File: config.mk
export PLATFORM = sky130hd
export DESIGN_NAME = animation_sequencer
export DESIGN_NICKNAME = d
export VERILOG_FILES = /design/src/rtl/animation_sequencer.sv
export SDC_FILE = /design/constraint.sdc
export NUM_CORES = 1
export LEC_CHECK = 0
export CAP_MARGIN = 20
export CORE_AREA = 2 2 61 63
export CTS_CLUSTER_SIZE = 10
export DETAILED_ROUTE_END_ITERATION = 16
export DIE_AREA = 0 0 63 65
export PLACE_DENSITY = 0.92
export REMOVE_ABC_BUFFERS = 1
export SKIP_LAST_GASP = 1
export SYNTH_ARGS = -nofsm -noshare
export SYNTH_HDL_FRONTEND = slang
export SYNTH_SLANG_ARGS = --single-unit
File: constraint.sdc
create_clock -name clk -period 5.3 [get_ports clk]
set_clock_uncertainty 0.1 [all_clocks]
set_input_delay 0.795 -clock clk [delete_from_list [all_inputs] [get_ports clk]]
set_output_delay 0.795 -clock clk [all_outputs]
set_load 0.01 [all_outputs]
File: src/rtl/animation_sequencer.sv
// Frame-rate sprite animation scheduler: steps bitmap frame and horizontal position every N display frames.
// Optional ANIM_BOB_EN: sprite_top bobs by 8 pixels on odd animation frames.
module animation_sequencer #(
  parameter int unsigned X_BITS      = 10,
  parameter int unsigned X_LIMIT     = 640,
  parameter int unsigned FRAME_BITS  = 1,
  parameter int unsigned NUM_FRAMES  = 2,
  parameter int unsigned LEFT_INIT   = 128,
  parameter int unsigned TOP_BASE    = 128,
  parameter int unsigned PERIOD_INIT = 16
) (
  input  logic                  clk,
  input  logic                  rst,
  input  logic                  frame_start,
  input  logic                  cfg_valid,
  output logic                  cfg_ready,
  input  logic [4:0]            cfg_period,
  input  logic [3:0]            cfg_dx,
  input  logic                  cfg_run,
  output logic [FRAME_BITS-1:0] frame_sel,
  output logic [X_BITS-1:0]     sprite_left,
  output logic [9:0]            sprite_top,
  output logic                  advance
);

  localparam int unsigned SUM_W = X_BITS + 1;
  localparam logic [0:0] ST_RUN  = 1'b0;
  localparam logic [0:0] ST_STOP = 1'b1;
  localparam logic signed [SUM_W-1:0] LIMIT_S = SUM_W'(X_LIMIT);

  logic [0:0]            state_q, state_d;
  logic [4:0]            period_q, period_d;
  logic [3:0]            dx_q, dx_d;
  logic [4:0]            tick_q, tick_d;
  logic [FRAME_BITS-1:0] frame_q, frame_d;
  logic [X_BITS-1:0]     left_q, left_d;
  logic                  adv_q, adv_d;

  logic                    xfer;
  logic signed [SUM_W-1:0] sum;
  logic signed [SUM_W-1:0] wrapped;

  assign cfg_ready = frame_start && !rst;
  assign xfer      = cfg_valid && cfg_ready;

  // Horizontal step with modular wrap into 0..X_LIMIT-1
  always_comb begin
    sum     = $signed({1'b0, left_q}) + SUM_W'($signed(dx_q));
    wrapped = sum;
    if (sum >= LIMIT_S) begin
      wrapped = sum - LIMIT_S;
    end else if (sum[SUM_W-1]) begin
      wrapped = sum + LIMIT_S;
    end
  end

  // Step uses the registered (old) dx/period; an accepted config only affects later frames
  always_comb begin
    state_d  = state_q;
    period_d = period_q;
    dx_d     = dx_q;
    tick_d   = tick_q;
    frame_d  = frame_q;
    left_d   = left_q;
    adv_d    = 1'b0;

    if ((state_q == ST_RUN) && frame_start) begin
      if (tick_q == (period_q - 5'd1)) begin
        tick_d  = '0;
        frame_d = (frame_q == FRAME_BITS'(NUM_FRAMES - 1)) ? '0 : frame_q + FRAME_BITS'(1);
        left_d  = X_BITS'(wrapped);
        adv_d   = 1'b1;
      end else begin
        tick_d = tick_q + 5'd1;
      end
    end

    if (xfer) begin
      state_d  = cfg_run ? ST_RUN : ST_STOP;
      period_d = (cfg_period == 5'd0) ? 5'd1 : cfg_period;
      dx_d     = cfg_dx;
      tick_d   = '0;
    end
  end

  always_ff @(posedge clk) begin
    if (rst) begin
      state_q  <= ST_RUN;
      period_q <= 5'(PERIOD_INIT);
      dx_q     <= '0;
      tick_q   <= '0;
      frame_q  <= '0;
      left_q   <= X_BITS'(LEFT_INIT);
      adv_q    <= 1'b0;
    end else begin
      state_q  <= state_d;
      period_q <= period_d;
      dx_q     <= dx_d;
      tick_q   <= tick_d;
      frame_q  <= frame_d;
      left_q   <= left_d;
      adv_q    <= adv_d;
    end
  end

`ifdef ANIM_BOB_EN
  logic [9:0] top_q, top_d;

  always_comb begin
    top_d = frame_d[0] ? 10'(TOP_BASE + 8) : 10'(TOP_BASE);
  end

  always_ff @(posedge clk) begin
    if (rst) begin
      top_q <= 10'(TOP_BASE);
    end else begin
      top_q <= top_d;
    end
  end

  assign sprite_top = top_q;
`else
  assign sprite_top = 10'(TOP_BASE);
`endif

  assign frame_sel   = frame_q;
  assign sprite_left = left_q;
  assign advance     = adv_q;

endmodule

After elaboration in Yosys (flattened, before gate mapping):

Cells that the tools add are included.

* bits in registers: 27
* bits of input ports: 14
* output and inout port bits: 23
* logic and storage cells: 32

* $add $sub $neg: 6
* $lt $le $gt $ge: 1
* equality and inequality tests: 1
* multiplexer cells: 7
* bitwise gates (word level): 2
* reductions and logical operators: 8

Operators with widths (number)
* 10-bit two-way mux: 2
* 11-bit by 4-bit adder with 11-bit output: 1
* 11-bit greater-or-equal comparator (second input constant): 1
* 10-bit adder (second input constant): 1
* 5-bit two-way mux: 2
* 10-bit subtractor (second input constant): 1
* 5-bit by 1-bit adder with 5-bit output (second input constant): 1
* 5-bit equality test: 1
* 5-bit logical NOT: 1
* 5-bit by 1-bit subtractor with 5-bit output (second input constant): 1
* 2-bit OR reduction: 2
* 1-bit logical AND: 3
* 1-bit two-way mux: 3
* 1-bit inverter: 2
* 2-bit AND reduction: 1
* 1-bit adder (second input constant): 1
* 1-bit logical NOT: 1

Depth between registers and ports, before layout:

* depth in word-level cells: 4
* depth in mapped cells: 13
* depth with buffers taken out: 13

Worst setup path before layout:

OpenSTA, ideal clock, no wires.

* path type: register to register
* from: reg dx_q[3]
* to: reg left_q[8] (netlist: sprite_left[8])
* library setup time: 125 ps
* arrival: 2564 ps
* required time: 5075 ps
* slack: 2511 ps
* cell stages (with the launch flop): 14
* buffers on the path: 0
* clock period less this slack: 2789 ps
* path through: dfxtp_1 -> ha_1 -> a21o_1 -> a31oi_1 -> a21oi_1 -> o21a_1 -> nor2_1 -> inv_1 -> ha_1 -> nor2b_1 -> mux2i_1 -> mux2i_1 -> a211oi_1 -> o21ai_0

* word-level cells in the longest chain between the ends: 4
* elaborated cells on any way between the ends: 6
* those cells by class: add/sub: 3; order compare: 1; mux: 2

Ends and longest elaborated chain
* from (decl): RTL line 33 `logic [3:0] dx_q, dx_d;`
* from (signal assigned): RTL line 90 `dx_q <= '0;`
* from (signal assigned): RTL line 98 `dx_q <= dx_d;`
* 11-bit by 4-bit adder with 11-bit output *: RTL line 48 `sum = $signed({1'b0, left_q}) + SUM_W'($signed(dx_q));`
* 10-bit adder: RTL line 53 `wrapped = sum + LIMIT_S;`
* 10-bit two-way mux: RTL line 52 `end else if (sum[SUM_W-1]) begin`
* 10-bit two-way mux *: RTL line 50 `if (sum >= LIMIT_S) begin`
* to (signal assigned): RTL line 93 `left_q <= X_BITS'(LEFT_INIT);`
* to (signal assigned): RTL line 101 `left_q <= left_d;`
* to (decl): RTL line 36 `logic [X_BITS-1:0] left_q, left_d;`

Every way passes the cells marked *; elsewhere a longest branch is shown, timed or not.
A chain may end at the register's enable or synchronous reset.

Final worst setup path:

Ends and elaborated chain as after synthesis.

==> run_results.csv <==
group,metric,value,unit
pwr,leakagePower,0.937,nW
yosys,async_flop_share,0,%
cells_and_area,fill_cells,314,
yosys,yosysTopAreaCellShare,29.3,%
setup_path,required,5.45,ns
timing,layout_setup_ws,2.08,ns
setup_path,reg2reg_from,"dx_q[3]",
placed_design,dpl_cell_area,2100,sq um
cells_and_area,final_area,2120,sq um
timing,finalSetupViolCount,0,
timing,hold_viol,0,
yosys,yosysMostFrequentCell,"dfxtp_1",
drt,routed_wl,3690,um
setup_path,critPathCaptureType,"flip-flop",
yosys,synth_edf_count,0,
yosys,yosys_warnings,0,
setup_path,r2r-end,"sprite_left[8]",
drt,drt_iter0_markers,70,
placed_design,io_buffers,26,
drt,vias_per_cell,5.31,
setup_path,startpoint_type,"flip-flop",
clock_tree,cts_resized,0,
clock_tree,postCtsSetupBuffers,0,
clock_tree,cts_root_buffer,"clkbuf_4",
placed_design,gp_congestion,0.897,
global_routing,gr-usage-all-layers,19.6,%
placed_design,pre_cts_ws,2.05,ns
min_path,hold_depth,2,
timing,min_period,3.22,ns
setup_path,cp_num_buf_inv,1,
min_path,hp-start,"dx_q[2]",
clock_tree,hold_buffers,0,
clock_tree,cts_tree,"built",
min_path,whs_endpoint,"dx_q[2]",
setup_path,cp_max_fo,10,
setup_path,crit_family,"compound AO/OA/AOI/OAI gates",
yosys,ys_types,46,
setup_path,r2r_slack,2.08,ns
floorplanning,ios,37,
clock_tree,cts_buffers,3,
pwr,ir_drop,0.109,mV
pwr,swShare,29.4,%
placed_design,dp_hpwl,2750,um
drt,drc,0,
global_routing,grt_pass1_wl,6530,um
setup_path,r2r_cells,13,
floorplanning,fp.dieH,65,um
drt,dr.pass1.iters,6,
min_path,min_path_type,"reg2reg",
setup_path,crit_start,"dx_q[3]",
setup_path,path_class,"reg2reg",
cells_and_area,drive_gt1_share,5.42,%
drt,antenna_left,0,
yosys,ys_top_cells_by_area,"dfxtp_1, ha_1, nor2_1",
pwr,powerDensity,180,nW/um^2
setup_path,critPathArrivalTime,3.37,ns
yosys,synth_flop_cell,"dfxtp_1",
global_routing,antenna_found_initial,0,
timing,rsz0062_at_grt,"no",
clock_tree,clock_latency,0.34,ns
clock_tree,clock-sinks,27,
setup_path,cpPeakStageDelay,0.63,ns
setup_path,crit_chain,"ha_1 > a21o_1 > a31oi_1 > a21oi_1 > nor3_1 > nor2_1 > inv_1 > ha_1 > nor2_1 > mux2i_1 > mux2i_1 > a211oi_1 > o21ai_0",
cells_and_area,nNetsFinal,270,
timing,fmax,311,MHz
pwr,pwr-share-clk,25.0,%
cells_and_area,syn2layout_area_growth,15.1,%
yosys,syn_avg_cell_area,8.47,sq um
yosys,synth_top_cell_by_area,"dfxtp_1",
global_routing,gr-total-overflow,0,
floorplanning,die_width,63,um
yosys,yosys_register_bits,27,
clock_tree,clk_pin_slew_worst_paths,0.16,ns
yosys,synthTopCellsByCount,"dfxtp_1, nor2_1, nand2_1",
timing,tightest_slew,0.907,ns
floorplanning,start_util,52.8,%
clock_tree,clockBufferDepth,2,
flow_run,cap_violations,0,
status,status,"finished clean",
floorplanning,core_area,3500,sq um
yosys,yosysSeqAreaShare,29.3,%
floorplanning,dieArea,4100,sq um
timing,setup_tns,0,ns
pwr,p_int,270,uW
setup_path,cpMaxStageDelayCell,"dfxtp_1",
timing,fin_crit_sh,60.7,%
global_routing,grt_max_degree,25,
pwr,combPwrFrac,18.3,%
global_routing,grt_pass1_vias,1537,
drt,vias,1530,
drt,avgRoutedWirePerCell,12.8,um
pwr,p_seq_share,56.7,%
clock_tree,htreeDepth,1,
timing,slew_headroom,39.3,%
timing,holdWs,0.397,ns
cells_and_area,utilization,60.8,%
yosys,synth_area,1850,sq um
floorplanning,rows,22,
timing,timing.final.max_slew_violations,0,
cells_and_area,insertedDiodeCount,0,
yosys,synthesis.instances,218,
pwr,p_switching,113,uW
[power by group through the flow]
| stage | logic, mW | registers, mW | clock network [mW] |
|---|---|---|---|
| final | 0.0702 | 0.217 | 0.0955 |
| after floorplan | 0.0458 | 0.219 | 0 |
| after CTS | 0.0699 | 0.217 | 0.0932 |
| after global placement | 0.0665 | 0.221 | 0 |
| after detailed placement | 0.0693 | 0.221 | 0 |
| after global routing | 0.0785 | 0.218 | 0.103 |
[cell usage in the layout (no fill, tap or decap), drive strengths merged, types with 2 or more instances in the layout]
master	instances
nand3	2
a31oi	2
nor3	6
conb	10
nor2b	3
ha	14
clkbuf	3
xor2	10
o21ai	13
and2	2
o21a	2
nand2	17
mux2i	8
nor2	23
inv	10
a211oi	5
dfxtp	27
nand4	7
nand2b	7
clkdlybuf4s50	26
a21o	4
xnor2	8
a211o	2
a21oi	11
[through the flow]
step                      cells  total power [mW]
after global placement      284             0.287
after floorplan             209             0.265
after CTS                   288             0.380
final                       288             0.383
after global routing        288             0.399
after detailed placement    284             0.290
[registers in the layout (all words and copies together), names as in the netlist]
register     flops
advance          1
dx_q             4
frame_sel        1
period_q         5
sprite_left     10
state_q          1
tick_q           5
[layer usage]
metal | share of wire, % | vias to the layer above | global-route usage (%)
li1 | - | 793 | -
met2 | 47 | 42 | 33.2
met1 | 48 | 691 | 24.8
met4 | 1.0 | 0 | 7.50
met3 | 3.9 | 4 | 3.30
met5 | 0 | - | 0
[logic make-up after synthesis]
kind of cell,share of synthesized area [%]
other cells,0.407
mux,4.34
simple gates,18.7
fa+ha+maj,10.6
xor+xnor,8.95
buf+inv,7.80
flops,29.3
compound gates,19.9
[worst max-delay path by stage]
stage | to | slack (ns) | cells past startpoint
5_1_grt | sprite_left[8] | 1.84 | 13
2_1_floorplan | sprite_left[8] | 2.51 | 13
4_1_cts | sprite_left[8] | 2.08 | 13
3_5_place_dp | sprite_left[8] | 2.05 | 8
6_report | sprite_left[8] | 2.08 | 13
3_3_place_gp | sprite_left[7] | 2.20 | 7
[final cells by class]
type | count | area, sq um | area share, %
clock inverters | 1 | 5.00 | 0.236
clock buffers | 3 | 22.5 | 1.06
flip-flops and latches | 27 | 541 | 25.4
inverters | 10 | 37.5 | 1.77
repair buffers | 27 | 268 | 12.6
multi-input cells | 172 | 1190 | 56.1
well taps | 48 | 60.1 | 2.83
[worst register-to-register path, cell delays in order, from the launching register on]
cell and delay [ns]:
dfxtp_1 0.63, ha_1 0.39, a21o_1 0.23, a31oi_1 0.20, a21oi_1 0.11, nor3_1 0.26
nor2_1 0.12, inv_1 0.07, ha_1 0.18, nor2_1 0.05, mux2i_1 0.28, mux2i_1 0.13
a211oi_1 0.24, o21ai_0 0.12
(Power assumes the default switching activity.)
